`src/rtl/fft_pkg.sv`:
```
// Shared FFT constants, read-sequencer state encoding and address bit reversal.
// Used by the read-side frame reader and the write-side sample counter.
package fft_pkg;

    localparam int unsigned FFT_N     = 256;
    localparam int unsigned FFT_LOG2N = $clog2(FFT_N);

    typedef enum logic [1:0] {
        IDLE  = 2'd0,
        RUN   = 2'd1,
        DRAIN = 2'd2
    } rd_state_t;

    // Reverse the low `width` bits of x; bits above width are returned as zero.
    function automatic logic [31:0] bitrev(input logic [31:0] x, input int unsigned width);
        logic [31:0] r;
        r = '0;
        for (int unsigned i = 0; i < 32; i++) begin
            if (i < width) r[5'(i)] = x[5'(width - 1 - i)];
        end
        return r;
    endfunction

endpackage

```
`src/rtl/fft_skid_buf.sv`:
```
// Two-entry valid/ready buffer between RAM read data and the output stream.
// Entry 0 is always the head, so the stream payload comes straight from a register.
module fft_skid_buf #(
    parameter int unsigned WIDTH = 33
) (
    input  logic             clk,
    input  logic             rst,
    input  logic             push,
    input  logic [WIDTH-1:0] push_data,
    input  logic             pop,
    output logic             valid,
    output logic [WIDTH-1:0] head,
    output logic [1:0]       occ
);

    logic [WIDTH-1:0] tail;

    always_ff @(posedge clk or posedge rst) begin
        if (rst) begin
            occ  <= '0;
            head <= '0;
            tail <= '0;
        end else begin
            case ({push, pop})
                2'b10: begin
                    if (occ == 2'd0) head <= push_data;
                    else             tail <= push_data;
                    occ <= occ + 2'd1;
                end
                2'b01: begin
                    head <= tail;
                    occ  <= occ - 2'd1;
                end
                // Simultaneous push/pop keeps occupancy; the new word lands behind any survivor.
                2'b11: begin
                    if (occ == 2'd2) begin
                        head <= tail;
                        tail <= push_data;
                    end else begin
                        head <= push_data;
                    end
                end
                default: ;
            endcase
        end
    end

    assign valid = (occ != 2'd0);

endmodule

```
`src/rtl/fft_frame_reader.sv`:
```
// Read-side sequencer: streams thresh+1 sample-RAM words out on a valid/ready port.
// Define FFT_FRAME_READER_BITREV_EN to issue addresses in bit-reversed order.
module fft_frame_reader
    import fft_pkg::*;
#(
    parameter int unsigned DATA_WIDTH = 32,
    parameter int unsigned ADDR_WIDTH = FFT_LOG2N
) (
    input  logic                  clk,
    input  logic                  rst,
    input  logic                  start,
    input  logic [ADDR_WIDTH-1:0] thresh,
    output logic                  rd_en,
    output logic [ADDR_WIDTH-1:0] rd_addr,
    input  logic [DATA_WIDTH-1:0] rd_data,
    output logic                  out_valid,
    input  logic                  out_ready,
    output logic [DATA_WIDTH-1:0] out_data,
    output logic                  out_last,
    output logic                  busy,
    output logic                  done
);

    localparam int unsigned BUF_W = DATA_WIDTH + 1;

    rd_state_t             state;
    rd_state_t             state_nxt;
    logic [ADDR_WIDTH-1:0] index;
    logic [ADDR_WIDTH-1:0] thresh_q;
    logic                  inflight;
    logic                  inflight_last;
    logic                  pop;
    logic                  credit_ok;
    logic                  last_issue;
    logic [1:0]            occ;
    logic [2:0]            fill;
    logic [BUF_W-1:0]      head;

    assign pop        = out_valid && out_ready;
    assign last_issue = (index == thresh_q);

    // A read may issue only if buffered + in-flight words, less this cycle's pop, leave a free slot.
    assign fill      = 3'(occ) + 3'(inflight);
    assign credit_ok = fill < (3'd2 + 3'(pop));

    always_ff @(posedge clk or posedge rst) begin
        if (rst) state <= IDLE;
        else     state <= state_nxt;
    end

    always_comb begin
        state_nxt = state;
        case (state)
            IDLE:    if (start)               state_nxt = RUN;
            RUN:     if (rd_en && last_issue) state_nxt = DRAIN;
            DRAIN:   if (pop && out_last)     state_nxt = IDLE;
            default:                          state_nxt = IDLE;
        endcase
    end

    always_comb begin
        rd_en = 1'b0;
        busy  = 1'b0;
        case (state)
            RUN: begin
                rd_en = credit_ok;
                busy  = 1'b1;
            end
            DRAIN:   busy = 1'b1;
            default: ;
        endcase
    end

    always_ff @(posedge clk or posedge rst) begin
        if (rst) begin
            index         <= '0;
            thresh_q      <= '0;
            inflight      <= 1'b0;
            inflight_last <= 1'b0;
            done          <= 1'b0;
        end else begin
            inflight      <= rd_en;
            inflight_last <= rd_en && last_issue;
            done          <= (state == DRAIN) && pop && out_last;
            if (state == IDLE && start) begin
                thresh_q <= thresh;
                index    <= '0;
            end else if (rd_en) begin
                index <= index + ADDR_WIDTH'(1);
            end
        end
    end

`ifdef FFT_FRAME_READER_BITREV_EN
    assign rd_addr = ADDR_WIDTH'(bitrev(32'(index), ADDR_WIDTH));
`else
    assign rd_addr = index;
`endif

    fft_skid_buf #(
        .WIDTH (BUF_W)
    ) u_skid (
        .clk       (clk),
        .rst       (rst),
        .push      (inflight),
        .push_data ({inflight_last, rd_data}),
        .pop       (pop),
        .valid     (out_valid),
        .head      (head),
        .occ       (occ)
    );

    assign out_data = head[DATA_WIDTH-1:0];
    assign out_last = head[DATA_WIDTH];

endmodule

```
`config.mk`:
```
export PLATFORM = sky130hd
export DESIGN_NAME = fft_frame_reader
export DESIGN_NICKNAME = d
export VERILOG_FILES = /design/src/rtl/fft_pkg.sv /design/src/rtl/fft_skid_buf.sv /design/src/rtl/fft_frame_reader.sv
export SDC_FILE = /design/constraint.sdc
export NUM_CORES = 1
export LEC_CHECK = 0
export CAP_MARGIN = 20
export CORE_MARGIN = 2
export CORE_UTILIZATION = 30
export DETAILED_ROUTE_END_ITERATION = 10
export GPL_TIMING_DRIVEN = 0
export HOLD_SLACK_MARGIN = 0.1
export SLEW_MARGIN = 5
export SYNTH_ARGS = -nofsm -noshare
export SYNTH_HDL_FRONTEND = slang
export SYNTH_SLANG_ARGS = --single-unit
```
`constraint.sdc`:
```
create_clock -name clk -period 4.25 [get_ports clk]
set_input_delay 1.275 -clock clk [delete_from_list [all_inputs] [get_ports clk]]
set_output_delay 1.275 -clock clk [all_outputs]
set_load 0.02 [all_outputs]
```
==> reports/results.ini <==
[finish]
drive_gt1_share_pct = 14.60
multiInputGateArea_um2 = 1574
seq_area_um2 = 2227
stdcell_area_um2 = 5376
fill_cells = 1299
syn_to_final_growth_pct = 35.94
diodes = 0
final_core_util_pct = 42.26
fin_nets = 508

[worst_setup_path]
cp_num_buf_inv = 4
r2r_start = u_skid.occ[0]
slowest_delay_ns = 0.58
rr_worst_depth = 11
crit_path_start_kind = input port
cpMostUsedCell = clkdlybuf4s50_1
crit_fanout = 8
slowest_stage = clkdlybuf4s50_1
arrival_ns = 2.87
r2r_end = u_skid.head[21]
crit_chain = clkdlybuf4s50_1 -> nand2_4 -> inv_4 -> a21oi_2 -> clkinv_2 -> clkdlybuf4s50_1
cp_top_family = buffers and inverters
cp.required_ns = 2.97
end_kind = primary output
worstSetupPathType = in2out
critPathLaunch = out_ready
r2r_slack_ns = 1.68

[pwr]
p_leak_nw = 2.351
total_power_mw = 3.996
vdd_drop_max_mv = 0.2349
p_per_area_nw_per_um2 = 743.3

[place]
gp_congestion = 0.7295
dpl_worst_slack_ns = -0.02603
dp_hpwl_um = 6474
placedInstanceArea_um2 = 5081
port_buffers = 88

[detailed_routing]
via_per_inst = 4.670
wl_per_cell_um = 14.19
ant_nets = 0
drc_errors = 0
wirelength_um = 8955
vias = 2947
drt_iter0_markers = 137
firstDrtPassIters = 4

[sta]
timing.fmax_ghz = 0.2414
min_period_ns = 4.143
finalMaxSlewViolations = 0
fin_crit_sh_pct = 97.47
hold_viol_final = 0
worst_slack_ns = 0.1075
worst_pin_slew_ns = 0.7043
maxSlewHeadroom_pct = 52.61
setup_viol = 0
rsz0062_at_grt = false
finalClockSkew_ns = 0.005176
holdWs_ns = 0.4770

[cts]
clk_pin_slew_ns = 0.06
clock_path_buffers = 2
cts_buffers = 9
cts_tree = built
clkLatencyLatePin_ns = 0.34
cts_sinks = 89
htreeDepth = 3
clockRootBuffer = clkbuf_16
postCtsSetupBuffers = 0

[logic_synthesis]
synth-edff-count = 0
yosys_register_bits = 89
synth_seq_area_share_pct = 56.31
synth_cell_types = 40
netlist_area_um2 = 3955
syn_nets = 408
yosys-top-cells-area = dfrtp_1 56%, mux2_2 8.5%, a22oi_1 6.3%, nand2_1 6.1%, o21ai_0 4.7%
yosys_most_used_dff = dfrtp_1
synth_top_cell_by_area = dfrtp_1
syn_avg_cell_area_um2 = 11.17
yosysWarnings = 0
async_flop_share_pct = 100.0
syn-instance-count = 354
synth_top_area_share_pct = 56.31

[floorplanning]
dieArea_um2 = 14120
die_h_um = 118.8
rows = 41
io_pins = 89
core_um2 = 12720
start_util_pct = 31.09
dieWidth_um = 118.8

[global_routing]
grt_max_degree = 66
grt_use_total_pct = 13.54
grt_pass1_vias = 3083
grt_pass1_wl_um = 15080
grt_overflow = 0
antenna_found_initial = 0

[worst_hold_path]
min_path_type = reg2reg
min_from = u_skid.head[16]
min_to = u_skid.head[16]
hold_depth = 2

[run]
drv_cap = 0

[outcome]
status = completed

-- flip-flops by register name (all words and copies together), names as in the netlist --
name and flops:
u_skid.tail 33, rd_addr 8, done 1, u_skid.occ 2, thresh_q 8, state 2
u_skid.head 33, inflight_last 1, inflight 1
-- where the power goes --
| group | total, mW | internal (mW) | switching [mW] |
|---|---|---|---|
| logic | 1.78 | 0.841 | 0.941 |
| clock network | 0.771 | 0.458 | 0.312 |
| registers | 1.44 | 1.23 | 0.216 |
-- timing repair --
item	4_1_cts	5_1_grt
hold buffers	0	0
gates resized for setup	1	0
endpoints found under the setup margin	1	0
-- routing by layer --
metal | vias to the layer above | routed length (um) | global-route usage [%]
met5 | - | 0 | 0
met4 | 0 | 156 | 5.357
met3 | 11 | 391 | 3.065
met2 | 64 | 4208 | 21.88
met1 | 1427 | 4199 | 17.64
li1 | 1445 | - | -
-- layout make-up --
cell class	count	share of cell area [%]
Sequential cell	89	41.42
Multi-Input combinational cell	233	29.28
Timing Repair Buffer	89	16.90
Clock buffer	14	5.283
Tap cell	172	4.003
Buffer	20	1.932
Inverter	12	1.001
Clock inverter	2	0.1862
-- stage by stage --
stage / TNS [ns] / instances
after floorplan: 0 / 354
after global placement: -66.41 / 614
after detailed placement: -0.02603 / 615
after CTS: 0 / 631
after global routing: 0 / 631
final: 0 / 631
-- worst max-delay path by stage --
stage	endpoint	slack, ns	cells past startpoint
6_report	rd_en	0.11	6
5_1_grt	rd_en	0.008	6
4_1_cts	rd_en	0.10	6
2_1_floorplan	done	0.67	1
3_3_place_gp	rd_addr[4]	-0.75	2
3_5_place_dp	rd_en	-0.03	6
-- cell families after synthesis --
family	share of synthesized area [%]
simple gates	10.03
xor+xnor	2.658
compound gates	14.30
mux	9.649
fa+ha+maj	3.164
buf+inv	3.891
flops	56.31
-- worst reg2reg max path: stages, from the launching register on --
cell and delay [ns]:
dfrtp_1 0.39, buf_4 0.18, nor2_4 0.14, inv_4 0.05
nand2_4 0.08, inv_4 0.05, ha_1 0.22, nand2_1 0.09
a2bb2oi_1 0.53, clkbuf_1 0.46, a22oi_1 0.14, o21ai_0 0.17
-- placed cells by master (no fill, tap or decap), types with 4 or more instances in the layout --
cell             Yosys  layout
dfrtp_1             89      89
clkbuf_8             0       4
buf_2                8       8
a21oi_1              7       7
clkdlybuf4s50_1      0      88
nor2_1               4       4
buf_4                5       5
inv_1                9       8
nand2_1             64      64
mux2_2              30      30
a22oi_1             33      33
clkbuf_16            0       9
ha_1                10      10
o21ai_0             37      37
clkbuf_1             7       8
xor2_1               9       9
-- synthesized netlist by cell type (2+ instances only) --
master / n
nor2_1: 4
inv_4: 2
buf_2: 8
dfrtp_1: 89
xor2_1: 9
o21ai_0: 37
a22oi_1: 33
or4_1: 2
nand3_1: 2
o31ai_1: 2
buf_4: 5
mux2_1: 3
mux2_2: 30
inv_1: 9
nand2_1: 64
nor3b_1: 2
a21oi_1: 7
or3_1: 3
and3_1: 3
a31oi_1: 2
ha_1: 10
xnor2_1: 3
nor4_1: 2
clkbuf_1: 7
No activity file was read; power rests on OpenSTA's default activity.
==> patch 1, RTL diff (same flow settings) <==
Re-encode `rd_state_t` (3 states) as one-hot, 3 bits wide.
--- a/src/rtl/fft_pkg.sv
+++ b/src/rtl/fft_pkg.sv
@@ -6,8 +6,8 @@
     localparam int unsigned FFT_LOG2N = $clog2(FFT_N);
 
-    typedef enum logic [1:0] {
-        IDLE  = 2'd0,
-        RUN   = 2'd1,
-        DRAIN = 2'd2
+    typedef enum logic [2:0] {
+        IDLE  = 3'b001,
+        RUN   = 3'b010,
+        DRAIN = 3'b100
     } rd_state_t;
 
Check against the original RTL: same outputs for any inputs over 10 cycles, from zero or initial values and one cycle with rst high; not proved beyond that.
==> patch 1 against the unedited design <==
Largest power group unchanged; sequential cell count increased by 1; largest cell class unchanged; cell area decreased by 0.54%; via count increased by 0.31%; setup slack improved by 0.022 ns; synthesized area decreased by 0.73%; global-route usage increased by 0.19 points; combinational power decreased by 16%; wire length increased by 2.3%; power decreased by 7.1%.
==> patch 1: results (changes against the unedited design) <==
* Status: finished clean (unchanged)
* Pleak at 2.210 nW (was 2.351 nW)
* Worst-path maximum fanout at 10 (was 8)
* 1st-iter DRT viols at 185 (was 137)
* Vias at 2956 (was 2947)
* Sequential element share of the synthesized area at 0.5739 (was 0.5631)
* First-pass GRT wire length at 15370 um (was 15080 um)
* Net Count, Synth at 386 (was 408)
* Rel. slew slack at 0.5367 (was 0.5261)
* RD Place Congestion at 0.7257 (was 0.7295)
* Post-synthesis cell type count at 39 (was 40)
* Total track usage at 0.1374 (was 0.1354)
* Placed Area at 5052 um2 (was 5081 um2)
* Avg WL per Cell at 14.94 um (was 14.19 um)
* Layout Nets at 486 (was 508)
* Top cells by area, synth: dfrtp_1 57%, mux2_2 12%, a22oi_1 6.3%, o21ai_0 4.7%, nand2_1 3.8% (was dfrtp_1 56%, mux2_2 8.5%, a22oi_1 6.3%, nand2_1 6.1%, o21ai_0 4.7%)
* Gate Count Post-Synth at 336 (was 354)
* Top flop regs: u_skid.head: 33 flops, u_skid.tail: 33 flops (unchanged)
* Final wirelength at 9160 um (was 8955 um)
* Top cells by count, synth: 89 x dfrtp_1, 41 x mux2_2, 40 x nand2_1, 37 x o21ai_0, 33 x a22oi_1 (was 89 x dfrtp_1, 64 x nand2_1, 37 x o21ai_0, 33 x a22oi_1, 30 x mux2_2)
* Worst vdd ir at 0.2590 mV (was 0.2349 mV)
* CP arrival at 2.85 ns (was 2.87 ns)
* Share of cells above drive strength 1 at 0.1701 (was 0.1460)
* Place WS at -0.1927 ns (was -0.02603 ns)
* Sw frac at 0.3535 (was 0.3676)
## patch 1: power groups by stage
stage | clock, W | sequential [W] | combinational, W
finish | 0.000793 | 0.00143 | 0.00149
global route | 0.000861 | 0.00148 | 0.00164
CTS | 0.000822 | 0.00143 | 0.00151
detailed placement | 0 | 0.00145 | 0.00151
global placement | 0 | 0.00143 | 0.00147
floorplan | 0 | 0.00158 | 0.000785
## patch 1: layout make-up
type | instances | area share
buffer | 20 | 0.01638
clock buffer | 10 | 0.04282
clock inverter | 6 | 0.01240
inverter | 6 | 0.004679
multi-input combinational | 220 | 0.2922
sequential | 90 | 0.4214
tap | 172 | 0.04024
timing repair buffer | 89 | 0.1699
## patch 1: what timing repair did
item                       in CTS  in global routing
setup endpoints to repair       1                  1
resized for setup               1                  1
hold endpoints to repair        0                  0
## patch 1: cells by family after synthesis
family / share of synthesized area
flops: 0.5739
compound gates: 0.1485
xor+xnor: 0.02454
simple gates: 0.08827
mux: 0.1176
fa+ha+maj: 0.01912
buf+inv: 0.02804
## patch 1: worst max-delay path: stages
cell             delay [ns]
clkdlybuf4s50_1        0.50
o21ai_2                0.09
o21a_1                 0.25
buf_2                  0.21
nor2_1                 0.18
clkdlybuf4s15_1        0.34
## patch 1: final timing paths
check                                  end           start  cells past startpoint  slack, ns
max                                  rd_en       out_ready                      6       0.13
min                         u_skid.head[3]  u_skid.head[3]                      2       0.48
max reg2reg                u_skid.head[25]   u_skid.occ[0]                      9       1.67
min reg2reg                 u_skid.head[3]  u_skid.head[3]                      2       0.48
max in group asynchronous         state[0]             rst                      3       2.31
min in group asynchronous  u_skid.head[13]             rst                      2       1.27
## patch 1: routing by layer
| metal | vias up | track usage | wire length, um |
|---|---|---|---|
| li1 | 1412 | - | - |
| met1 | 1464 | 0.1815 | 4202 |
| met2 | 73 | 0.2222 | 4426 |
| met3 | 7 | 0.03716 | 476 |
| met4 | 0 | 0.03795 | 55 |
| met5 | - | 0 | 0 |
## patch 1: through the flow
| stage | hold WS (ns) | power [W] |
|---|---|---|
| after floorplan | 0.4803 | 0.002364 |
| after global placement | 0.4624 | 0.002903 |
| after detailed placement | 0.4698 | 0.002955 |
| after CTS | 0.4848 | 0.003766 |
| after global routing | 0.5059 | 0.003980 |
| final | 0.4766 | 0.003714 |
==> patch 2, RTL diff (same flow settings) <==
Without the edit above. Set the parameter `DATA_WIDTH` to 24 (it was 32).
--- a/src/rtl/fft_frame_reader.sv
+++ b/src/rtl/fft_frame_reader.sv
@@ -4,5 +4,5 @@
     import fft_pkg::*;
 #(
-    parameter int unsigned DATA_WIDTH = 32,
+    parameter int unsigned DATA_WIDTH = 24,
     parameter int unsigned ADDR_WIDTH = FFT_LOG2N
 ) (
Interface: changed (resized out_data and rd_data); port bits go from 89 to 73. The function was not compared with the original's and may differ.
==> patch 2 against the unedited design <==
First-iteration DRC count is 24% lower; wire length is 17% lower; synthesized area decreased by 16%; synthesized cell count is 19% lower; sequential cell count fell by 16; setup slack improved by 0.031 ns; fmax grew 0.74%; clock power shrank 27%; power fell by 20%; cell area down 17%; sequential power decreased by 19%; critical path type unchanged.
==> patch 2: results (changes against the unedited design) <==
* Status: finished clean (unchanged)
* Average size of a mapped cell at 11.69 um2 (was 11.17 um2)
* Met2 Track Usage GR at 0.2121 (was 0.2188)
* Vias in the first global route at 2541 (was 3083)
* Worst-path maximum fanout at 9 (was 8)
* Layout Nets at 415 (was 508)
* Sequential element share of the synthesized area at 0.5483 (was 0.5631)
* RD Place Congestion at 0.7734 (was 0.7295)
* Fill cell count at 1083 (was 1299)
* Final HPWL DP at 5324 um (was 6474 um)
* Mux share of post-synthesis cell area at 0.1115 (was 0.09649)
* First-pass GRT wire length at 12400 um (was 15080 um)
* Compound-Gate Fraction of Synth Area at 0.1468 (was 0.1430)
* Met3 Use GR at 0.03557 (was 0.03065)
* CTS Root Cell: clkbuf_8 (was clkbuf_16)
* Via-per-instance ratio at 4.648 (was 4.670)
* Seq pwr at 0.00117 W (was 0.00144 W)
* 1st-iter DRT viols at 104 (was 137)
* Worst-path clk slew at 0.08 ns (was 0.06 ns)
* Met2 WL at 3504 um (was 4208 um)
* Synth Area in XOR/XNOR at 0.03154 (was 0.02657)
* Placed Area at 4258 um2 (was 5081 um2)
* DR WL met3 at 376 um (was 391 um)
* Worst vdd ir at 0.2929 mV (was 0.2349 mV)
* Place WS at 0.1300 ns (was -0.02603 ns)
* CP arrival at 2.84 ns (was 2.87 ns)
* Post-synthesis cell type count at 44 (was 40)
* Total track usage at 0.1352 (was 0.1354)
* Port-buffer cells at 72 (was 88)
* Final wirelength at 7449 um (was 8955 um)
* GR Layer Usage met1 at 0.1787 (was 0.1764)
* Internal power at 0.001976 W (was 0.002527 W)
* Largest net degree at the start of global routing at 53 (was 66)
* Top flop regs: u_skid.head: 25 flops, u_skid.tail: 25 flops (was u_skid.head: 33 flops, u_skid.tail: 33 flops)
* Top cells by count, synth: 73 x dfrtp_1, 31 x mux2_2, 30 x o21ai_0, 29 x nand2_1, 25 x a22oi_1 (was 89 x dfrtp_1, 64 x nand2_1, 37 x o21ai_0, 33 x a22oi_1, 30 x mux2_2)
* Pleak at 1.881 nW (was 2.351 nW)
* Share of cells above drive strength 1 at 0.1872 (was 0.1460)
* Worst-margin pin slew at 0.8205 ns (was 0.7043 ns)
* Top cells by area, synth: dfrtp_1 55%, mux2_2 10%, a22oi_1 5.6%, o21ai_0 4.5%, ha_1 3.8% (was dfrtp_1 56%, mux2_2 8.5%, a22oi_1 6.3%, nand2_1 6.1%, o21ai_0 4.7%)
* Wl on met1 at 3495 um (was 4199 um)
[patch 2: cell types whose count changed in the layout (fill, tap and decap cells not counted), sizes merged, moves of 2 or more]
cell / unedited run / this run
nand4: 1 / 3
clkbuf: 21 / 11
dfrtp: 89 / 73
clkdlybuf4s50: 88 / 72
o21ai: 37 / 30
nand2: 65 / 30
a22oi: 33 / 25
inv: 11 / 16
[patch 2: through the flow]
stage / hold WS [ns] / total power, W / utilization
finish: 0.4812 / 0.003192 / 0.4114
global route: 0.5073 / 0.003453 / 0.4114
CTS: 0.4904 / 0.003243 / 0.4114
detailed placement: 0.4709 / 0.002675 / 0.3928
global placement: 0.4623 / 0.002630 / 0.3900
floorplan: 0.4590 / 0.002132 / -
[patch 2: area by class of cell]
class                           count  area (um2)  share of cell area
Timing Repair Buffer               73       748.2              0.1678
Multi-Input combinational cell    184        1363              0.3056
Clock inverter                      7       77.57             0.01740
Buffer                             15       88.84             0.01992
Clock buffer                        9       123.9             0.02778
Sequential cell                    73        1827              0.4097
Tap cell                          140       175.2             0.03928
Inverter                           13       56.30             0.01263
[patch 2: kinds of logic after synthesis]
kind of cell / Yosys count
DFF: 73
and+or+nand+nor: 54
AOI/OAI and AO/OA: 75
adders and majority gates: 10
muxes: 33
xor gates and xnor gates: 12
buffers and inverters: 28
[patch 2: final timing paths]
kind / start / end / slack [ns]
min in group asynchronous: rst / thresh_q[4] / 1.24
max in group asynchronous: rst / inflight / 2.47
worst min register to register: u_skid.head[0] / u_skid.head[0] / 0.48
worst max register to register: u_skid.occ[0] / u_skid.head[1] / 1.77
worst min-delay path: u_skid.head[0] / u_skid.head[0] / 0.48
worst max-delay path: out_ready / rd_en / 0.14
[patch 2: worst min-delay path, stage by stage (launching register included)]
cell	delay, ns
dfrtp_1	0.35
nand2_1	0.04
o21ai_0	0.06
